===== config.mk =====
export PLATFORM = sky130hd
export DESIGN_NAME = alu_mul_seq
export DESIGN_NICKNAME = d
export VERILOG_FILES = /design/src/rtl/alu_mul_seq_pkg.sv /design/src/rtl/alu_mul_seq_alu.sv /design/src/rtl/alu_mul_seq.sv
export SDC_FILE = /design/constraint.sdc
export NUM_CORES = 1
export LEC_CHECK = 0
export CORE_ASPECT_RATIO = 0.75
export CORE_MARGIN = 2
export CORE_UTILIZATION = 38
export CTS_BUF_LIST = sky130_fd_sc_hd__clkbuf_4
export DETAILED_ROUTE_END_ITERATION = 12
export DONT_BUFFER_PORTS = 1
export HOLD_SLACK_MARGIN = 0.15
export SLEW_MARGIN = 10
export SYNTH_ARGS = -nofsm -noshare
export SYNTH_HDL_FRONTEND = slang
export SYNTH_SLANG_ARGS = --single-unit

===== constraint.sdc =====
create_clock -name clk -period 6.19 [get_ports clk]
set_clock_uncertainty 0.2 [all_clocks]
set_input_delay 0.9285 -clock clk [delete_from_list [all_inputs] [get_ports clk]]
set_output_delay 0.9285 -clock clk [all_outputs]
set_load 0.1 [all_outputs]

===== src/rtl/alu_mul_seq_pkg.sv =====
// Shared definitions for the sequential multiplier and the ALU it drives:
// FSM state encoding, ALU control codes and the operand width.
package alu_mul_seq_pkg;

  localparam int MUL_W = 32;

  // ALU control decode; ADDU and SLTU are the only codes the multiplier uses.
  localparam logic [2:0] ALU_OP_ADDU = 3'b000;
  localparam logic [2:0] ALU_OP_SUBU = 3'b001;
  localparam logic [2:0] ALU_OP_AND  = 3'b010;
  localparam logic [2:0] ALU_OP_OR   = 3'b011;
  localparam logic [2:0] ALU_OP_XOR  = 3'b100;
  localparam logic [2:0] ALU_OP_SLTU = 3'b101;
  localparam logic [2:0] ALU_OP_SLT  = 3'b110;
  localparam logic [2:0] ALU_OP_ADD  = 3'b111;

  typedef enum logic [2:0] {
    ST_IDLE  = 3'd0,
    ST_ITER  = 3'd1,
    ST_ADD   = 3'd2,
    ST_CARRY = 3'd3,
    ST_DONE  = 3'd4
  } state_t;

endpackage


===== src/rtl/alu_mul_seq_alu.sv =====
// 32-bit combinational ALU shared by the execute stage.
// Ports:
//   A, B     in  32  operands
//   ALUctr   in  3   operation select (ALU_OP_* in alu_mul_seq_pkg)
//   Result   out 32  operation result
//   Overflow out 1   signed overflow (ALU_OP_ADD only)
//   Z        out 1   Result is zero
module ALU
  import alu_mul_seq_pkg::*;
(
  input  logic [31:0] A,
  input  logic [31:0] B,
  input  logic [2:0]  ALUctr,
  output logic [31:0] Result,
  output logic        Overflow,
  output logic        Z
);

  logic [31:0] w_sum;
  logic [31:0] w_diff;

  assign w_sum  = A + B;
  assign w_diff = A - B;

  always_comb begin
    Result   = '0;
    Overflow = 1'b0;
    case (ALUctr)
      ALU_OP_ADDU: Result = w_sum;
      ALU_OP_SUBU: Result = w_diff;
      ALU_OP_AND:  Result = A & B;
      ALU_OP_OR:   Result = A | B;
      ALU_OP_XOR:  Result = A ^ B;
      ALU_OP_SLTU: Result = {31'b0, (A < B)};
      ALU_OP_SLT:  Result = {31'b0, ($signed(A) < $signed(B))};
      ALU_OP_ADD: begin
        Result   = w_sum;
        Overflow = (A[31] == B[31]) && (w_sum[31] != A[31]);
      end
      default: Result = '0;
    endcase
  end

  assign Z = (Result == '0);

endmodule


===== src/rtl/alu_mul_seq.sv =====
// Sequential 32x32->64 unsigned multiplier that borrows the execute-stage
// ALU for shift-and-add iterations. Handshake: start / busy / done.
// Ports:
//   clk      in  1   clock
//   rst_n    in  1   async active-low reset
//   start    in  1   request, sampled only in IDLE
//   mcand    in  32  multiplicand (captured on accepted start)
//   mplier   in  32  multiplier (captured on accepted start)
//   busy     out 1   high in every state but IDLE
//   done     out 1   one-cycle pulse, product valid in that cycle
//   product  out 64  result register
// Optional feature: define ALU_MUL_SEQ_EARLY_EXIT_EN to leave ITER as soon
// as no multiplier bits remain, aligning P with a single logical shift.
//
// state | meaning
// IDLE  | waiting for start, ALU idle
// ITER  | inspect MR[0]; zero bits are shifted in place
// ADD   | S <= hi + M through the ALU
// CARRY | carry = (S < M) through the ALU, shift sum into P
// DONE  | product valid, done pulse
module alu_mul_seq
  import alu_mul_seq_pkg::*;
(
  input  logic        clk,
  input  logic        rst_n,
  input  logic        start,
  input  logic [31:0] mcand,
  input  logic [31:0] mplier,
  output logic        busy,
  output logic        done,
  output logic [63:0] product
);

  localparam logic [5:0] CNT_LAST = 6'(MUL_W);

  state_t      r_state;
  state_t      w_state_nxt;
  logic [31:0] r_m;
  logic [31:0] r_mr;
  logic [63:0] r_p;
  logic [31:0] r_s;
  logic [5:0]  r_cnt;
  logic [63:0] r_product;

  logic [31:0] w_alu_a;
  logic [31:0] w_alu_b;
  logic [2:0]  w_alu_ctr;
  logic [31:0] w_alu_res;

`ifdef ALU_MUL_SEQ_EARLY_EXIT_EN
  // Remaining (32-cnt) shifts are all zero-steps, so do them at once.
  logic [63:0] w_p_early;
  assign w_p_early = r_p >> (7'd32 - {1'b0, r_cnt});
`endif

  ALU u_alu (
    .A        (w_alu_a),
    .B        (w_alu_b),
    .ALUctr   (w_alu_ctr),
    .Result   (w_alu_res),
    .Overflow (),
    .Z        ()
  );

  always_ff @(posedge clk or negedge rst_n) begin
    if (!rst_n) r_state <= ST_IDLE;
    else        r_state <= w_state_nxt;
  end

  always_comb begin
    w_state_nxt = r_state;
    w_alu_a     = '0;
    w_alu_b     = '0;
    w_alu_ctr   = ALU_OP_ADDU;
    case (r_state)
      ST_IDLE:  if (start) w_state_nxt = ST_ITER;
      ST_ITER: begin
        if (r_cnt == CNT_LAST)  w_state_nxt = ST_DONE;
`ifdef ALU_MUL_SEQ_EARLY_EXIT_EN
        else if (r_mr == '0)    w_state_nxt = ST_DONE;
`endif
        else if (r_mr[0])       w_state_nxt = ST_ADD;
      end
      ST_ADD: begin
        w_alu_a     = r_p[63:32];
        w_alu_b     = r_m;
        w_state_nxt = ST_CARRY;
      end
      ST_CARRY: begin
        // Unsigned sum below M means the add wrapped: that is the carry-out.
        w_alu_a     = r_s;
        w_alu_b     = r_m;
        w_alu_ctr   = ALU_OP_SLTU;
        w_state_nxt = ST_ITER;
      end
      ST_DONE:  w_state_nxt = ST_IDLE;
      default:  w_state_nxt = ST_IDLE;
    endcase
  end

  // Product is loaded on entry to DONE so it is valid alongside done.
  always_ff @(posedge clk or negedge rst_n) begin
    if (!rst_n) begin
      r_m       <= '0;
      r_mr      <= '0;
      r_p       <= '0;
      r_s       <= '0;
      r_cnt     <= '0;
      r_product <= '0;
    end else begin
      case (r_state)
        ST_IDLE: begin
          if (start) begin
            r_m   <= mcand;
            r_mr  <= mplier;
            r_p   <= '0;
            r_cnt <= '0;
          end
        end
        ST_ITER: begin
          if (r_cnt == CNT_LAST) begin
            r_product <= r_p;
          end
`ifdef ALU_MUL_SEQ_EARLY_EXIT_EN
          else if (r_mr == '0) begin
            r_p       <= w_p_early;
            r_product <= w_p_early;
          end
`endif
          else if (!r_mr[0]) begin
            r_p   <= {1'b0, r_p[63:1]};
            r_mr  <= r_mr >> 1;
            r_cnt <= r_cnt + 6'd1;
          end
        end
        ST_ADD: r_s <= w_alu_res;
        ST_CARRY: begin
          r_p   <= {w_alu_res[0], r_s, r_p[31:1]};
          r_mr  <= r_mr >> 1;
          r_cnt <= r_cnt + 6'd1;
        end
        default: ;
      endcase
    end
  end

  assign busy    = (r_state != ST_IDLE);
  assign done    = (r_state == ST_DONE);
  assign product = r_product;

endmodule


==> results.sh, run 1 <==
export IMPL_synth_compound_area_frac=0.133
export IMPL_routabilityCongestion=0.914
export IMPL_fin_hold_ws_ns=-0.291
export IMPL_cts_resized=0
export IMPL_die_h_um=160
export IMPL_vias=9976
export IMPL_clk_insertion_delay_late_ns=0.72
export IMPL_grt_antenna_before_repair=1
export IMPL_num_nets_final=1591
export IMPL_fin_util=0.442
export IMPL_drtAntennaViolNets=0
export IMPL_cts_hold_buf=63
export IMPL_track_usage=0.195
export IMPL_startpoint_type="flop"
export IMPL_relSlewSlack=0.194
export IMPL_synth_top_area_cell="dfrtp_1"
export IMPL_synth_async_sr_flop_share=1.00
export IMPL_dieArea_mm2=0.0339
export IMPL_min_path_type="primary input to async pin"
export IMPL_critPathKind="flop to flop"
export IMPL_fin_setup_tns_ns=0
export IMPL_cts_tree="done"
export IMPL_status="finished with violations"
export IMPL_failed_checks="negative hold slack"
export IMPL_critPathArrivalTime_ns=4.95
export IMPL_hpwl_um=20300
export IMPL_synth_area_mux_share=0.0558
export IMPL_required_ns=6.60
export IMPL_initial_core_util=0.384
export IMPL_syn2layout_area_growth_pct=15.2
export IMPL_mappedNetlistArea_mm2=0.0123
export IMPL_synth_top_area_frac=0.473
export IMPL_max_cap_viol_count=0
export IMPL_synth_xor_area_frac=0.0234
export IMPL_ir_drop_mv=0.104
export IMPL_chipWidth_um=212
export IMPL_grt_pass1_vias=10000
export IMPL_io_pins=133
export IMPL_yosys_top_cells_count="nand2_1 (333), dfrtp_1 (233), nor2_1 (194), clkbuf_1 (73)"
export IMPL_ys_warn_count=0
export IMPL_wl_per_cell_um=16.3
export IMPL_fmax_ghz=0.220
export IMPL_synth_ff_type="dfrtp_1"
export IMPL_num_rows=57
export IMPL_overflow=0
export IMPL_syn_area_per_cell_um2=8.84
export IMPL_layout_drive_gt1_share=0.108
export IMPL_clk_pin_slew_ns=0.07
export IMPL_tightest_slew_ns=1.21
export IMPL_yosysSeqAreaShare=0.473
export IMPL_drc_errors=0
export IMPL_synth_top_family_by_area="simple AND/OR/NAND/NOR gates"
export IMPL_cts_htree_levels=3
export IMPL_grt_pass1_wl_um=52900
export IMPL_synth_simple_area_share=0.206
export IMPL_drt_iter0_markers=966
export IMPL_fin_crit_sh=0.734
export IMPL_rsz0062_at_grt="no"
export IMPL_synth_adder_area_share=0.0679
export IMPL_cts_buffer_depth=3
export IMPL_cts_inserted_buffers=67
export IMPL_min_period_ns=4.54
export IMPL_cts_sinks=233
export IMPL_cts_root_buf="clkbuf_4"
export IMPL_synth_edff_count=0
export IMPL_finalSetupViolCount=0
export IMPL_netlist_instances=1396
export IMPL_power_density_mw_per_mm2=210
export IMPL_grt_max_degree=234
export IMPL_numPortBuffers=0
export IMPL_firstDrtPassIters=5
export IMPL_wirelength_um=31700
export IMPL_coreArea_mm2=0.0322
export IMPL_hold_violations=233
export IMPL_worstPathMaxFanout=13
export IMPL_postCtsSetupRepairBufs=0
export IMPL_syn_nets=1529
export IMPL_critPathCaptureType="flop"
export IMPL_slew_viol_final=0
export IMPL_synthMostInstantiatedCell="nand2_1"
export IMPL_synth_area_leaders="dfrtp_1 (47%), nand2_1 (10%), ha_1 (6.7%)"
export IMPL_via_per_inst=5.14
export IMPL_power_leakage_nw=7.17
export IMPL_synth_distinct_cells=55
export IMPL_synth_seq_cells=233
[power breakdown]
group          internal, mW  leakage [nW]  switching (mW)
sequential             1.52          2.91               0
combinational        0.0268          3.78         0.00665
clock                 0.762         0.478           0.671
[critical path: stages (launching register included)]
cell and delay [ns]:
dfrtp_1 0.59, nor2b_2 0.59, buf_4 0.30, and2_1 0.17, ha_1 0.16, nor2b_1 0.20, a311oi_1 0.10, nor2b_1 0.25
a31oi_2 0.17, o41ai_1 0.82, a41o_1 0.28, a21oi_1 0.10, a21oi_1 0.25, o31a_1 0.17, o21ai_0 0.07
[routing by layer]
layer	wire, um	global-route usage	vias up
li1	-	-	4892
met1	15500	0.279	4740
met2	13300	0.279	278
met3	1970	0.0525	66
met4	900	0.0743	0
met5	0	0	-
[cells in the final DEF, fill, tap and decap left out, types with 10 or more instances in the layout]
master,n
clkbuf_4,91
inv_1,52
and2_1,14
dfrtp_1,232
nor3_1,10
a21oi_1,51
o21bai_1,14
buf_4,10
ha_1,66
nand2_1,332
mux2i_1,29
o21ai_0,50
a221oi_1,66
xnor2_1,25
a21o_1,13
nand3_1,39
clkinv_1,12
nor2_1,191
dlygate4sd3_1,63
mux2_2,34
[stage by stage]
step	std cells	worst slack, ns	area, um^2	power (mW)
after global routing	1942	1.30	14200	3.13
after detailed placement	1767	1.77	12700	1.55
after global placement	1767	1.96	12700	1.55
after CTS	1940	1.75	14200	3.05
after floorplan	1396	2.07	12300	1.55
final	1942	1.65	14200	2.99
[cell type report]
class	count	area, um^2
Antenna cell	1	2.50
Tap cell	442	553
Fill cell	3237	18000
Multi-Input combinational cell	1028	6060
Timing Repair Buffer	75	748
Sequential cell	233	5830
Clock buffer	91	683
Clock inverter	19	138
Inverter	53	199
[sequential cells by signal, indices dropped and copies added (netlist names)]
name     cells
r_cnt        6
r_m         32
r_state      3
r_mr        32
r_s         32
product     64
r_p         64
[worst paths after layout]
path	startpoint	end	slack, ns	cells after the start
max reg2reg	r_state[1]$_DFFE_PN0P_	r_s[30]$_DFFE_PN0N_	1.65	14
max in group asynchronous	rst_n	product[11]$_DFFE_PN0P_	5.74	0
min in group clk	mplier[17]	r_mr[17]$_DFFE_PN0P_	0.24	2
min reg2reg	r_p[0]$_DFFE_PN0P_	r_p[0]$_DFFE_PN0P_	0.27	2
max	r_state[1]$_DFFE_PN0P_	r_s[30]$_DFFE_PN0N_	1.65	14
min	rst_n	r_s[14]$_DFFE_PN0N_	-0.29	0
[logic make-up (layout without fill, tap and decap cells)]
| family | count (synthesis) | count (layout) |
|---|---|---|
| adder cells (fa/ha/maj) | 67 | 67 |
| AND/OR/NAND/NOR | 625 | 625 |
| multiplexers | 64 | 64 |
| flip-flops | 233 | 233 |
| other | 0 | 1 |
| XOR/XNOR | 33 | 33 |
| AO/OA/AOI/OAI | 239 | 239 |
| buffers and inverters | 135 | 238 |
(Power assumes the default switching activity.)
==> run 2, diff against run 1 <==
==> constraint.sdc (replaced) <==
create_clock -name clk -period 3.73 [get_ports clk]
set_clock_uncertainty 0.2 [all_clocks]
set_input_delay 0.5595 -clock clk [delete_from_list [all_inputs] [get_ports clk]]
set_output_delay 0.5595 -clock clk [all_outputs]
set_load 0.1 [all_outputs]
==> run 2 against run 1 <==
Compared with the run above:
- the flow still finishes with violations (negative hold slack)
- count of clock-buffer cells in the layout rose by 5
- combinational power rose by 71%
- hold slack got worse by 0.36 ns
- critical path depth rose by 1
- clock power rose by 66%
- power rose by 66%
- utilization rose by 2.2 points
- largest cell class unchanged
- largest power group unchanged
==> results.sh, run 2 (synthesis results as in run 1) <==
export IMPL_critPathKind="flop to flop"
export IMPL_cts_htree_levels=3
export IMPL_hold_violations=233
export IMPL_final_cell_mix="nand2_1 (331), dfrtp_1 (232), nor2_1 (189), clkbuf_4 (96), dlygate4sd3_1 (75)"
export IMPL_critPathCaptureType="flop"
export IMPL_grt_antenna_before_repair=2
export IMPL_rsz0062_at_grt="yes"
export IMPL_ff2ff_setup_slack_ns=0.15
export IMPL_power_leakage_nw=7.61
export IMPL_cts_root_buf="clkbuf_4"
export IMPL_firstDrtPassIters=5
export IMPL_hpwl_um=21500
export IMPL_grtUsageMet3=0.0560
export IMPL_chipWidth_um=212
export IMPL_drc_errors=0
export IMPL_tightest_slew_ns=1.01
export IMPL_failed_checks="negative hold slack"
export IMPL_die_h_um=160
export IMPL_clk_pin_slew_ns=0.07
export IMPL_worst_path_max_delay_cell="dfrtp_2"
export IMPL_fin_hold_ws_ns=-0.656
export IMPL_overflow=0
export IMPL_fin_setup_tns_ns=0
export IMPL_initial_core_util=0.384
export IMPL_critPathArrivalTime_ns=3.97
export IMPL_syn2layout_area_growth_pct=21.0
export IMPL_fmax_ghz=0.279
export IMPL_status="finished with violations"
export IMPL_drtAntennaViolNets=0
export IMPL_setup_ws_ns=0.148
export IMPL_io_pins=133
export IMPL_layout_drive_gt1_share=0.158
export IMPL_max_cap_viol_count=0
export IMPL_final_cell_count_no_fill=2014
export IMPL_grt_pass1_wl_um=53400
export IMPL_min_path_type="primary input to async pin"
export IMPL_cts_sinks=233
export IMPL_ir_drop_mv=0.173
export IMPL_cts_buffer_depth=3
export IMPL_min_period_ns=3.58
export IMPL_fin_util=0.464
export IMPL_place_inst=1825
export IMPL_slew_viol_final=0
export IMPL_p_total_mw=4.97
export IMPL_ff2ff_path_depth=15
export IMPL_dp_slack_ns=-0.115
export IMPL_dieArea_mm2=0.0339
export IMPL_numPortBuffers=0
export IMPL_required_ns=4.12
export IMPL_grt_max_degree=234
export IMPL_num_rows=57
export IMPL_crit_path_max_incr_delay_ns=0.44
export IMPL_relSlewSlack=0.326
export IMPL_power_density_mw_per_mm2=333
export IMPL_num_nets_final=1661
export IMPL_r2r_start="r_state[0]$_DFFE_PN0P_"
export IMPL_grt_use_met2=0.283
export IMPL_routabilityCongestion=0.908
export IMPL_worstPathMaxFanout=9
export IMPL_grt_pass1_vias=10000
export IMPL_vias=10200
export IMPL_cts_inserted_buffers=66
export IMPL_cts_tree="done"
export IMPL_track_usage=0.197
export IMPL_cts_hold_buf=75
export IMPL_drt_iter0_markers=762
export IMPL_fin_crit_sh=0.960
export IMPL_rr_endpoint="r_s[28]$_DFFE_PN0N_"
export IMPL_grt_busiest_layer="met1"
export IMPL_met1_usage=0.288
export IMPL_via_per_inst=5.08
export IMPL_clk_insertion_delay_late_ns=0.74
export IMPL_wl_per_cell_um=16.3
export IMPL_layout_commonest_cell="nand2_1"
export IMPL_crit_chain="buf_12, mux2i_1, nor2_1, ha_1, nor2b_2, a311oi_2, buf_4, o21ai_2, a31oi_4, o311ai_4, a21o_1, a311o_1, a31oi_1, xnor2_1, o21ai_1"
export IMPL_coreArea_mm2=0.0322
export IMPL_wirelength_um=32800
export IMPL_finalSetupViolCount=0
export IMPL_startpoint_type="flop"
run 2: cell count changes in the layout (fill, tap and decap cells not counted), moves of 3 or more:
cell	change
a21oi_1	-4
o21ai_1	+3
buf_12	+3
clkbuf_4	+5
dlygate4sd3_1	+12
buf_4	+55
clkinv_1	-8
a21oi_2	+4
o21ai_0	-5
run 2: worst max-delay path by stage:
stage / from / end / slack, ns
6_report: r_state[0]$_DFFE_PN0P_ / r_s[28]$_DFFE_PN0N_ / 0.15
5_1_grt: r_state[0]$_DFFE_PN0P_ / r_s[28]$_DFFE_PN0N_ / -0.06
4_1_cts: r_state[1]$_DFFE_PN0P_ / r_s[28]$_DFFE_PN0N_ / 0.02
3_5_place_dp: r_state[1]$_DFFE_PN0P_ / r_s[27]$_DFFE_PN0N_ / -0.11
3_3_place_gp: r_state[1]$_DFFE_PN0P_ / r_s[28]$_DFFE_PN0N_ / -0.02
2_1_floorplan: r_state[0]$_DFFE_PN0P_ / done / 0.01
run 2: cell type report:
type | count | area, um^2
fillers | 3096 | 17200
multi-input cells | 1028 | 6170
flip-flops and latches | 233 | 5830
repair buffers | 146 | 1360
clock buffers | 96 | 721
well taps | 442 | 553
inverters | 53 | 199
clock inverters | 13 | 95.1
diodes | 3 | 7.51
run 2: timing repair:
item	4_1_cts	5_1_grt
gates resized for setup	5	30
setup endpoints to repair	7	10
setup buffers	0	3
endpoints found under the hold margin	315	233
pin swaps	2	11
run 2: routing by layer:
layer / share of wire / wire, um / up-vias
met4: 0.017 / 554 / 0
li1: - / - / 5028
met1: 0.49 / 16100 / 4906
met5: 0 / 0 / -
met2: 0.43 / 14200 / 261
met3: 0.060 / 1960 / 43
run 2: critical path, delay by kind of cell, from the launching register on:
| kind | cells | cell delay (ns) |
|---|---|---|
| XOR/XNOR | 1 | 0.14 |
| AO/OA/AOI/OAI | 8 | 1.64 |
| adder cells (fa/ha/maj) | 1 | 0.34 |
| buffers and inverters | 2 | 0.35 |
| AND/OR/NAND/NOR | 2 | 0.15 |
| multiplexers | 1 | 0.20 |
| flip-flops | 1 | 0.44 |
run 2: metrics by stage:
| step | hold slack, ns | area [um^2] |
|---|---|---|
| 2_1_floorplan | 0.0639 | 12300 |
| 5_1_grt | -0.750 | 14900 |
| 6_report | -0.656 | 14900 |
| 3_3_place_gp | 0.0738 | 13200 |
| 3_5_place_dp | 0.0726 | 13200 |
| 4_1_cts | -0.773 | 14800 |
run 2: report_power, final:
group	leakage, nW	internal [mW]	switching (mW)
logic	4.22	0.0459	0.0113
clock network	0.483	1.25	1.13
registers	2.91	2.53	0
==> run 3, diff against run 2 <==
--- a/config.mk
+++ b/config.mk
@@ -12,6 +12,7 @@
 export DETAILED_ROUTE_END_ITERATION = 12
 export DONT_BUFFER_PORTS = 1
 export HOLD_SLACK_MARGIN = 0.15
+export REMOVE_ABC_BUFFERS = 1
 export SLEW_MARGIN = 10
 export SYNTH_ARGS = -nofsm -noshare
 export SYNTH_HDL_FRONTEND = slang
==> constraint.sdc (replaced) <==
create_clock -name clk -period 3.73 [get_ports clk]
set_clock_uncertainty 0.2 [all_clocks]
set_input_delay 0.746 -clock clk [delete_from_list [all_inputs] [get_ports clk]]
set_output_delay 0.746 -clock clk [all_outputs]
set_load 0.1 [all_outputs]
==> run 3 against run 2 <==
Compared with the run above:
- the run still ends with negative hold slack left
- hold slack better by 0.14 ns
- critical path depth decreased by 1
- power decreased by 5.1%
- maximum frequency down 1.3%
- die area unchanged
- critical endpoint unchanged
- largest power group unchanged
==> results.sh, run 3 (synthesis results as in run 1) <==
export IMPL_initial_core_util=0.384
export IMPL_power_leakage_nw=7.49
export IMPL_final_area_mm2=0.0147
export IMPL_cellInternalPower_mw=3.65
export IMPL_critPathCaptureType="flop"
export IMPL_critPathKind="flop to flop"
export IMPL_startpoint="r_state[1]$_DFFE_PN0P_"
export IMPL_fin_hold_ws_ns=-0.512
export IMPL_cts_inserted_buffers=61
export IMPL_power_frac_seq=0.536
export IMPL_grt_pass1_wl_um=54100
export IMPL_layout_commonest_cell="nand2_1"
export IMPL_cts_sinks=233
export IMPL_n_antenna_cell=0
export IMPL_finalSetupViolCount=0
export IMPL_tightest_slew_ns=0.993
export IMPL_io_pins=133
export IMPL_worst_path_max_delay_cell="dfrtp_1"
export IMPL_grt_antenna_before_repair=0
export IMPL_rsz0062_at_grt="yes"
export IMPL_seq_area_mm2=0.00583
export IMPL_track_usage=0.198
export IMPL_syn2layout_area_growth_pct=19.2
export IMPL_numPortBuffers=0
export IMPL_p_comb_frac=0.012
export IMPL_status="finished with violations"
export IMPL_drc_errors=0
export IMPL_hpwl_um=22100
export IMPL_critPathArrivalTime_ns=3.99
export IMPL_failed_checks="negative hold slack"
export IMPL_grt_pass1_vias=10100
export IMPL_min_period_ns=3.63
export IMPL_clockPowerShare=0.452
export IMPL_multiInputGateArea_mm2=0.00614
export IMPL_cts_hold_buf=65
export IMPL_cts_root_buf="clkbuf_4"
export IMPL_num_rows=57
export IMPL_chipWidth_um=212
export IMPL_switching_share=0.225
export IMPL_max_cap_viol_count=0
export IMPL_final_cell_mix="nand2_1 (332), dfrtp_1 (232), nor2_1 (191), clkbuf_4 (82), ha_1 (66)"
export IMPL_clk_pin_slew_ns=0.08
export IMPL_cts_htree_levels=2
export IMPL_drtAntennaViolNets=0
export IMPL_coreArea_mm2=0.0322
export IMPL_grt_max_degree=234
export IMPL_worstPathMaxFanout=21
export IMPL_relSlewSlack=0.338
export IMPL_cts_buffer_depth=3
export IMPL_startpoint_type="flop"
export IMPL_crit_buf_inv=1
export IMPL_placed_cell_area_mm2=0.0132
export IMPL_hold_violations=233
export IMPL_ir_drop_mv=0.244
export IMPL_layout_drive_gt1_share=0.142
export IMPL_wl_per_cell_um=16.5
export IMPL_crit_path_max_incr_delay_ns=0.39
export IMPL_final_cell_count_no_fill=1993
export IMPL_slew_viol_final=0
export IMPL_fmax_ghz=0.275
export IMPL_fillers=3188
export IMPL_routabilityCongestion=0.878
export IMPL_vias=10100
export IMPL_firstDrtPassIters=5
export IMPL_cts_tree="done"
export IMPL_drt_iter0_markers=661
export IMPL_num_nets_final=1645
export IMPL_min_path_type="primary input to async pin"
export IMPL_r2r_start="r_state[1]$_DFFE_PN0P_"
export IMPL_netSwitchingPower_mw=1.06
export IMPL_overflow=0
export IMPL_crit_chain="nor2b_2, buf_12, and2_1, ha_1, ha_1, a21o_1, maj3_2, a31oi_4, o311ai_2, a21o_1, a311o_1, a31oi_1, xnor2_1, o21ai_1"
export IMPL_dieArea_mm2=0.0339
export IMPL_crit_family="compound AO/OA/AOI/OAI gates"
export IMPL_power_density_mw_per_mm2=320
export IMPL_via_per_inst=5.05
export IMPL_required_ns=4.09
export IMPL_place_inst=1823
export IMPL_fin_crit_sh=0.973
export IMPL_die_h_um=160
export IMPL_clk_insertion_delay_late_ns=0.74
export IMPL_fin_util=0.457
export IMPL_wirelength_um=33000
[run 3: cell types whose count changed in the layout (fill, tap and decap cells not counted), sizes merged]
cell / before / now
clkbuf: 96 / 82
buf: 71 / 70
clkinv: 8 / 18
diode: 3 / 0
clkinvlp: 3 / 0
dlygate4sd3: 75 / 65
[run 3: power by group through the flow]
| stage | clock network (mW) | logic (mW) | registers, mW |
|---|---|---|---|
| 2_1_floorplan | 0 | 0.000691 | 2.57 |
| 3_3_place_gp | 0 | 0.000691 | 2.57 |
| 3_5_place_dp | 0 | 0.000691 | 2.57 |
| 6_report | 2.13 | 0.0564 | 2.53 |
| 5_1_grt | 2.38 | 0.0599 | 2.52 |
| 4_1_cts | 2.24 | 0.0565 | 2.53 |
[run 3: metrics by stage]
| stage | total power [mW] | setup slack [ns] | setup TNS, ns |
|---|---|---|---|
| floorplan | 2.58 | -2.99 | -411.10 |
| global placement | 2.57 | 0.0797 | 0 |
| detailed placement | 2.57 | -0.0342 | -0.111 |
| CTS | 4.82 | 0.00422 | 0 |
| global route | 4.96 | -0.0328 | -0.0837 |
| finish | 4.71 | 0.0995 | 0 |
[run 3: worst register-to-register path: stages, from the launching register on]
cell and delay, ns:
dfrtp_1 0.39, nor2b_2 0.19, buf_12 0.16, and2_1 0.18
ha_1 0.22, ha_1 0.20, a21o_1 0.17, maj3_2 0.36
a31oi_4 0.24, o311ai_2 0.16, a21o_1 0.22, a311o_1 0.33
a31oi_1 0.22, xnor2_1 0.15, o21ai_1 0.08
[run 3: path summary, 6_finish.rpt]
path                       cells past startpoint  slack, ns                       to
max reg2reg                                   14        0.1      r_s[28]$_DFFE_PN0N_
min                                            0      -0.51  product[38]$_DFFE_PN0P_
max in group asynchronous                      0       3.48     r_mr[28]$_DFFE_PN0P_
max                                           14        0.1      r_s[28]$_DFFE_PN0N_
min reg2reg                                    2       0.24   product[0]$_DFFE_PN0P_
min in group clk                               2       0.24   product[0]$_DFFE_PN0P_
[run 3: repair_timing]
item                                   CTS  global route
setup endpoints to repair                6             9
pin swaps                                0             7
endpoints found under the hold margin  298           233
resized for setup                        6            14
setup buffers                            0             3
[run 3: area by class of cell]
type	instances	area share
clock buffer	82	0.0419
clock inverter	20	0.00706
inverter	53	0.0135
multi-input combinational	1028	0.417
sequential	233	0.397
tap	442	0.0376
timing repair buffer	135	0.0861
[run 3: routing by layer]
layer,vias up,routed length [um],global-route usage
li1,4974,-,-
met1,4806,16400,0.292
met2,243,14200,0.290
met3,49,1870,0.0446
met4,0,574,0.0541
met5,-,0,0
==> patch, RTL diff (settings of run 2) <==
Re-encode `state_t` (5 states) as Gray code, 3 bits wide.
--- a/src/rtl/alu_mul_seq_pkg.sv
+++ b/src/rtl/alu_mul_seq_pkg.sv
@@ -15,11 +15,11 @@
   localparam logic [2:0] ALU_OP_ADD  = 3'b111;
 
   typedef enum logic [2:0] {
-    ST_IDLE  = 3'd0,
-    ST_ITER  = 3'd1,
-    ST_ADD   = 3'd2,
-    ST_CARRY = 3'd3,
-    ST_DONE  = 3'd4
+    ST_IDLE  = 3'b000,
+    ST_ITER  = 3'b001,
+    ST_ADD   = 3'b011,
+    ST_CARRY = 3'b010,
+    ST_DONE  = 3'b110
   } state_t;
 
 endpackage
Formal check against the unedited RTL: same outputs for any inputs over 10 cycles, from zero or initial values and one cycle with rst_n low; not proved beyond that.
==> patch against run 2 <==
- the flow still finishes with violations (negative hold slack)
- synthesized area decreased by 0.58%
- cell area decreased by 2.8%
- sequential cell count unchanged
- worst setup slack improved by 8.4 ps
- core utilization decreased by 0.37 points
- wire length decreased by 3.5%
- critical path depth decreased by 1
- critical path type unchanged
- largest cell class unchanged
- highest routed layer unchanged
Power is not compared: it rests on default switching activity, and its combinational part moved more than twofold at a synthesized area within 25%.
==> patch: results (changes against run 2) <==
Final GP Congestion 0.934 (+2.9%); multi-input gate area in the final layout 6050 µm² (-1.8%); CTS Buf Count 60 (-9.1%); PostCTS Resize Cnt 2 (-3); failing checks negative hold slack; WL final 31.7 mm (-3.5%); Detailed Route Iter0 Violations 743 (-2.5%); Reg2Reg Depth 14 (-1); placed cell count 1,632 (-11%); Critical Path Sink r_s[19]; Synth top cells by count 233 x dfrtp_1, 201 x nor2_1, 131 x nand2_1; synthesized net count 1,380 (-9.7%); CP Max Fanout 7 (-2); first-pass GRT wire length 51.5 mm (-3.7%); DP HPWL 21.1 mm (-2.0%); initial antenna violation count 1 (-1); hold_ws -706 ps (-50.1 ps); post-synth cell types 57 (+3.6%); Worst-Skew Late Latency 760 ps (+20 ps); net count reported at finish 1,492 (-10%); worst r2r dst r_s[19]; metal3 WL 2.18 mm (+11%); Tot GR Track Use 19.0% (-0.77 points); top cells by area, synth dfrtp_1 48%, mux2_2 9.2%, ha_1 6.7%, nor2_1 6.2%, a221oi_1 4.6%; CP max stage delay 470 ps (+30 ps); status complete, but fails checks; # fillers 3,042 (-1.7%); Hold Fails Final Rpt 233 (unchanged)
patch: metal layers:
| layer | up-vias | track usage, % |
|---|---|---|
| met5 | - | 0 |
| met4 | 0 | 5.76 |
| met3 | 56 | 5.33 |
| met2 | 257 | 28.0 |
| met1 | 4660 | 26.9 |
| li1 | 4571 | - |
patch: final cells by class:
cell class / instances / share of cell area (%)
Antenna cell: 1 / 0.0172
Clock buffer: 81 / 4.19
Clock inverter: 27 / 1.00
Inverter: 51 / 1.32
Multi-Input combinational cell: 884 / 41.7
Sequential cell: 233 / 40.2
Tap cell: 406 / 3.50
Timing Repair Buffer: 129 / 8.10
patch: cells by family after synthesis:
family | count (synthesis) | synth area share (%)
mux | 131 | 11.8
fa+ha+maj | 68 | 6.92
compound gates | 220 | 12.4
simple gates | 430 | 14.9
flops | 233 | 47.5
xor+xnor | 35 | 2.50
buf+inv | 130 | 4.04
patch: power by group:
group | internal, mW | switching, mW
Sequential | 3.31 | 0.660
Clock | 1.09 | 1.08
Combinational | 2.84 | 4.19
Total | 7.24 | 5.93
